===== src/rtl/player_key_conditioner.sv =====
// Two-channel pushbutton conditioner: synchronize, debounce, and emit one-cycle press pulses L/R.
// Optional macro PLAYER_KEY_TIE_SUPPRESS_EN blanks both pulses when they coincide on the same cycle.
module player_key_conditioner #(
   parameter int SYNC_STAGES     = 2,
   parameter int DEBOUNCE_CYCLES = 4
) (
   input  logic clk,
   input  logic reset,
   input  logic key_l_n,
   input  logic key_r_n,
   output logic L,
   output logic R
);

   localparam int            CW       = $clog2(DEBOUNCE_CYCLES + 1);
   localparam logic [CW-1:0] CNT_LAST = CW'(DEBOUNCE_CYCLES - 1);

   typedef enum logic [1:0] {
      IDLE,
      PRESS_WAIT,
      HELD,
      RELEASE_WAIT
   } state_e;

   logic [1:0] pressed;
   logic [1:0] fire;
   logic       l_d, r_d;
   logic       l_q, r_q;

   assign pressed = {~key_r_n, ~key_l_n};

   for (genvar ch = 0; ch < 2; ch++) begin : g_chan
      logic [SYNC_STAGES-1:0] sync_q;
      state_e                 state_q;
      logic [CW-1:0]          cnt_q;
      logic                   sync;

      // NOTE: the chain resets to "not pressed" so a held key after reset looks like a fresh press.
      always_ff @(posedge clk or negedge reset) begin
         if (!reset) begin
            sync_q <= '0;
         end else begin
            sync_q <= {sync_q[SYNC_STAGES-2:0], pressed[ch]};
         end
      end

      assign sync     = sync_q[SYNC_STAGES-1];
      assign fire[ch] = (state_q == PRESS_WAIT) && sync && (cnt_q == CNT_LAST);

      always_ff @(posedge clk or negedge reset) begin
         if (!reset) begin
            state_q <= IDLE;
            cnt_q   <= '0;
         end else begin
            case (state_q)
               IDLE: begin
                  if (sync) begin
                     state_q <= PRESS_WAIT;
                     cnt_q   <= '0;
                  end
               end
               PRESS_WAIT: begin
                  if (!sync) begin
                     state_q <= IDLE;
                  end else if (cnt_q == CNT_LAST) begin
                     state_q <= HELD;
                  end else if (cnt_q != '1) begin
                     cnt_q <= cnt_q + 1'b1;
                  end
               end
               HELD: begin
                  if (!sync) begin
                     state_q <= RELEASE_WAIT;
                     cnt_q   <= '0;
                  end
               end
               RELEASE_WAIT: begin
                  // A release bounce returns to HELD silently; it is never a new press.
                  if (sync) begin
                     state_q <= HELD;
                  end else if (cnt_q == CNT_LAST) begin
                     state_q <= IDLE;
                  end else if (cnt_q != '1) begin
                     cnt_q <= cnt_q + 1'b1;
                  end
               end
               default: state_q <= IDLE;
            endcase
         end
      end
   end

`ifdef PLAYER_KEY_TIE_SUPPRESS_EN
   assign l_d = fire[0] & ~fire[1];
   assign r_d = fire[1] & ~fire[0];
`else
   assign l_d = fire[0];
   assign r_d = fire[1];
`endif

   always_ff @(posedge clk or negedge reset) begin
      if (!reset) begin
         l_q <= 1'b0;
         r_q <= 1'b0;
      end else begin
         l_q <= l_d;
         r_q <= r_d;
      end
   end

   assign L = l_q;
   assign R = r_q;

endmodule


===== config.mk =====
export PLATFORM = sky130hd
export DESIGN_NAME = player_key_conditioner
export DESIGN_NICKNAME = d
export VERILOG_FILES = /design/src/rtl/player_key_conditioner.sv
export SDC_FILE = /design/constraint.sdc
export NUM_CORES = 1
export LEC_CHECK = 0
export ABC_AREA = 1
export CORE_ASPECT_RATIO = 0.75
export CORE_MARGIN = 2
export CORE_UTILIZATION = 40
export CTS_CLUSTER_DIAMETER = 100
export CTS_CLUSTER_SIZE = 30
export DETAILED_ROUTE_END_ITERATION = 8
export RECOVER_POWER = 25
export SETUP_SLACK_MARGIN = 0.3
export SYNTH_ARGS = -nofsm -noshare
export SYNTH_HDL_FRONTEND = slang
export SYNTH_SLANG_ARGS = --single-unit

===== constraint.sdc =====
create_clock -name clk -period 3.2 [get_ports clk]
set_input_delay 0.48 -clock clk [delete_from_list [all_inputs] [get_ports clk]]
set_output_delay 0.48 -clock clk [all_outputs]
set_load 0.05 [all_outputs]

======== Word level (Yosys, flattened, before mapping) ========
Cells that the tools add are included.
operators by class
  $add $sub $neg .......................... 2
  eq/ne operators ......................... 22
  mux-type cells .......................... 28
  bitwise logic cells ..................... 2
  reductions and logical operators ........ 10
operator list
  kind                                                                    number
  3-bit two-way mux                                                       12
  2-bit two-way mux                                                       12
  3-bit case mux with 4 select lines                                      2
  2-bit != test (second input constant)                                   8
  2-bit case mux with 4 select lines                                      2
  4-bit AND reduction                                                     4
  3-bit != test (second input constant)                                   4
  2-bit equality test (second input constant)                             4
  3-bit by 1-bit adder with 3-bit output (second input constant)          2
  3-bit by 2-bit equality test with 1-bit output (second input constant)  2
  3-bit by 2-bit != test with 1-bit output (second input constant)        2
  2-bit by 1-bit equality test with 1-bit output (second input constant)  2
  1-bit logical AND                                                       4
  2-bit logical NOT                                                       2
  1-bit inverter                                                          2
word-level totals
  register bits ........................... 16
  input port bits ......................... 4
  output and inout bits ................... 2
  logic and storage cells ................. 72

======== Logic depth before layout (Yosys ltp) ========
  depth after elaboration ................. 5
  gate-level depth with buffers ........... 6
  gate-level depth less buffers ........... 6

======== Least setup slack after synthesis ========
OpenSTA, ideal clock, no wires.
  path type ............................... reg2reg
  from .................................... register g_chan[0].cnt_q[0]
  to ...................................... register g_chan[0].cnt_q[0]
  setup time .............................. 0.116 ns
  arrival ................................. 1.168 ns
  required time ........................... 3.084 ns
  setup slack ............................. 1.915 ns
  stages on the path, launching flop included .. 7
  clock period less this slack ............ 1.285 ns
  cells stage by stage .................... dfrtp_1 -> ha_1 -> ha_1 -> o21ai_2 -> nand2_2 -> nand2_1 -> nand2_1
on the way
  word-level cells in the longest chain between the ends .. 5
ends and longest elaborated chain
  element                                                                         line    source
  start, declared                                                                 35      logic [CW-1:0] cnt_q;
  start signal, assigned                                                          68      cnt_q <= cnt_q + 1'b1;
  start signal, assigned                                                          84      cnt_q <= cnt_q + 1'b1;
  3-bit by 1-bit adder with 3-bit output / 3-bit != test (equally long branches)  n/a
  3-bit two-way mux                                                               67, 83
  3-bit two-way mux *                                                             81      end else if (cnt_q == CNT_LAST) begin
  3-bit two-way mux (on tied branches)                                            79, 63
  3-bit case mux with 4 select lines *                                            55      case (state_q)
Mark *: on every way between the ends. The rest lies on a longest branch, timed or not. The select of a mux whose other input is x is not followed.
A chain may end at the register's enable or synchronous reset.

======== Worst setup path after layout ========
  from .................................... register r_q, in the netlist R
  to ...................................... output R
RTL lines
  element                 line  source
  start, declared         28    logic l_q, r_q;
  start signal, assigned  107   r_q <= r_d;
  end, declared           12    output logic R
No word-level cell between the ends.

==> impl_metrics.csv <==
group,metric,value,unit
sta,post-route-period-util,0.586,
cells_and_area,post-route-util,0.490,
critical_path,r2r_cells,6,
synthesis,ys.flop_type,"dfrtp_1",
clock_tree,cts.sinks,16,
floorplanning,fp-row-count,13,
floorplanning,pin_count,6,
cells_and_area,finalInstanceArea,861,µm²
synthesis,synth_top_area_share,0.526,
synthesis,synth_top_family_by_area,"simple AND/OR/NAND/NOR gates",
synthesis,ys_warn_count,0,
synthesis,postSynthAreaPerCell,9.28,µm²
sta,finalSetupViolations,0,
run,max_cap_violations,0,
critical_path,arrival,1.40,ns
critical_path,end_kind,"output pin",
synthesis,seq_area_frac_synth,0.526,
critical_path,worstPathMaxFanout,1,
cells_and_area,multi_input_area,315,µm²
synthesis,synth_edf_count,0,
sta,hold_viol_final,0,
critical_path,cp_num_cells,1,
synthesis,yosys.area_share.simple,0.227,
global_routing,grt_max_degree,17,
drt,wl,993,µm
clock_tree,cts_resized,0,
power,ir_drop,357,µV
synthesis,synthXorXnorAreaFrac,0,
floorplanning,chipHeight,41.8,µm
clock_tree,clk_latency,0.28,ns
floorplanning,die_w,54.4,µm
drt,vias_per_cell,4.31,
cells_and_area,nNetsFinal,104,
drt,vias,483,
hold_path,hold_class,"reg -> reg",
synthesis,async_flop_share,1.00,
placement,routabilityCongestion,0.720,
synthesis,synth_compound_area_frac,0.0559,
clock_tree,clk_pin_slew,0.09,ns
critical_path,crit_chain,"clkdlybuf4s50_1",
sta,period_minus_slack,1.88,ns
critical_path,crit_end,"R",
clock_tree,postCtsSetupBuffers,0,
clock_tree,cts_buffers,3,
clock_tree,cts-root-buf,"clkbuf_4",
critical_path,crit_required,2.72,ns
placement,portBuffers,5,
global_routing,grt_pass1_wl,1860,µm
global_routing,grt_usage,0.115,
clock_tree,clk_path_buf_depth,2,
drt,ant_nets,0,
drt,wl_per_cell,8.87,µm
synthesis,synthMuxAreaShare,0,
synthesis,synth_seq_cells,16,
sta,skew,0.00750,ns
critical_path,crit_path_start_kind,"flop",
placement,placed_area,838,µm²
floorplanning,dieArea,2270,µm²
critical_path,crit_buf_inv,1,
cells_and_area,fin_cells,112,
placement,hpwl,801,µm
clock_tree,cts_hold_buf,0,
critical_path,path_delay_family,"buffers and inverters",
synthesis,syn-instance-count,82,
clock_tree,htree_levels,1,
global_routing,grt_overflow,0,
synthesis,synth_top_cell_by_area,"dfrtp_1",
synthesis,synth_fa_ha_area_frac,0.132,
drt,first_pass_iters,4,
sta,clock.fmax,533,MHz
synthesis,yosys-top-cells-count,"22 x nand2_1, 16 x dfrtp_1, 10 x inv_1, 8 x ha_1",
critical_path,r2r_slack,1.78,ns
synthesis,yosysUniqueCellTypes,11,
sta,max-slew-margin-rel,0.550,
synthesis,syn-num-nets,94,
sta,setup_tns,0,ns
critical_path,critPathMaxStageDelay,0.79,ns
cells_and_area,nFillCells,171,
sta,finalMaxSlewViolations,0,
placement,dp.cells,109,
critical_path,rr_startpoint,"g_chan[1].cnt_q[0]",
cells_and_area,insertedDiodeCount,0,
power,p_leak,0.463,nW
sta,timing.hold.ws,0.349,ns
synthesis,synthMostInstantiatedCell,"nand2_1",
global_routing,grt_antenna_before_repair,0,
synthesis,yosys-top-cells-area,"dfrtp_1 53%, ha_1 13%, nand2_1 11%",
clock_tree,cts_tree,"yes",
critical_path,r2r_end,"g_chan[1].cnt_q[0]",
sta,rsz0062_at_grt,"false",
floorplanning,core_area,1760,µm²
cells_and_area,seqCellArea,400,µm²
drt,drt-initial-drc-count,4,
drt,drc,0,
power,pwr_density_cell,670,nW/µm²
critical_path,path_class,"reg -> out",
floorplanning,start_util,0.433,
global_routing,grt_pass1_vias,453,
critical_path,cp_slowest_cell,"clkdlybuf4s50_1",
critical_path,crit_path_start,"R",
cells_and_area,drive_above_1_share,0.144,
cells_and_area,area_delta_synth_final,13.2,%
synthesis,synth_area,761,µm²
outcome,status,"finished, final reports clean",
sta,worst_slew_pin_slew,0.673,ns
[placed cells by master (no fill, tap or decap)]
master           netlist  layout
clkdlybuf4s50_1        0       2
nand2_1               22      22
inv_2                  2       2
a21boi_0               2       2
dfrtp_1               16      16
o21ai_2                2       2
inv_1                 10      10
nor2_1                 6       6
ha_1                   8       8
dlygate4sd3_1          0       3
clkbuf_4               0       3
o21ai_1                2       2
nand3_1                6       6
nand2_2                6       6
[layer usage]
layer | share of wire | track usage | up-vias
met5 | 0 | 0 | -
met2 | 0.36 | 0.137 | 9
met4 | 0 | 0.0300 | 0
met1 | 0.57 | 0.166 | 205
met3 | 0.069 | 0.0755 | 0
li1 | - | - | 269
[how the worst min path moves through the flow]
stage	startpoint	endpoint	slack (ns)	depth (start not counted)
final	g_chan[0].sync_q[0]	g_chan[0].sync_q[1]	0.35	0
after global placement	g_chan[0].sync_q[0]	g_chan[0].sync_q[1]	0.34	0
after CTS	g_chan[0].sync_q[0]	g_chan[0].sync_q[1]	0.35	0
after global routing	g_chan[1].sync_q[0]	g_chan[1].sync_q[1]	0.36	0
after detailed placement	g_chan[1].sync_q[0]	g_chan[1].sync_q[1]	0.34	0
after floorplan	reset	L	0.18	0
[final cells by class]
cell class | instances | area share
flip-flops and latches | 16 | 0.465
multi-input cells | 54 | 0.366
repair buffers | 5 | 0.0581
inverters | 12 | 0.0523
well taps | 22 | 0.0320
clock buffers | 3 | 0.0262
[per-stage QoR]
step	total power, W	worst slack, ns
after global routing	0.000636	1.26
final	0.000577	1.32
after global placement	0.000482	1.63
after floorplan	0.000440	1.92
after detailed placement	0.000485	1.63
after CTS	0.000586	1.31
[power breakdown]
| part | switching [W] | internal (W) | total [W] |
|---|---|---|---|
| combinational | 0.000105 | 0.0000710 | 0.000176 |
| sequential | 0.0000472 | 0.000255 | 0.000302 |
| clock | 0.0000554 | 0.0000436 | 0.0000990 |
[worst reg2reg max path, delay by kind of cell (launching register included)]
kind	cells	cell delay, ns
fa+ha+maj	2	0.47
flops	1	0.41
compound gates	1	0.23
simple gates	3	0.21
[kinds of logic after synthesis]
group	count (synthesis)
AOI/OAI and AO/OA	6
buffers and inverters	12
and+or+nand+nor	40
adders and majority gates	8
DFF	16
Power figures use the tool's default switching activity.
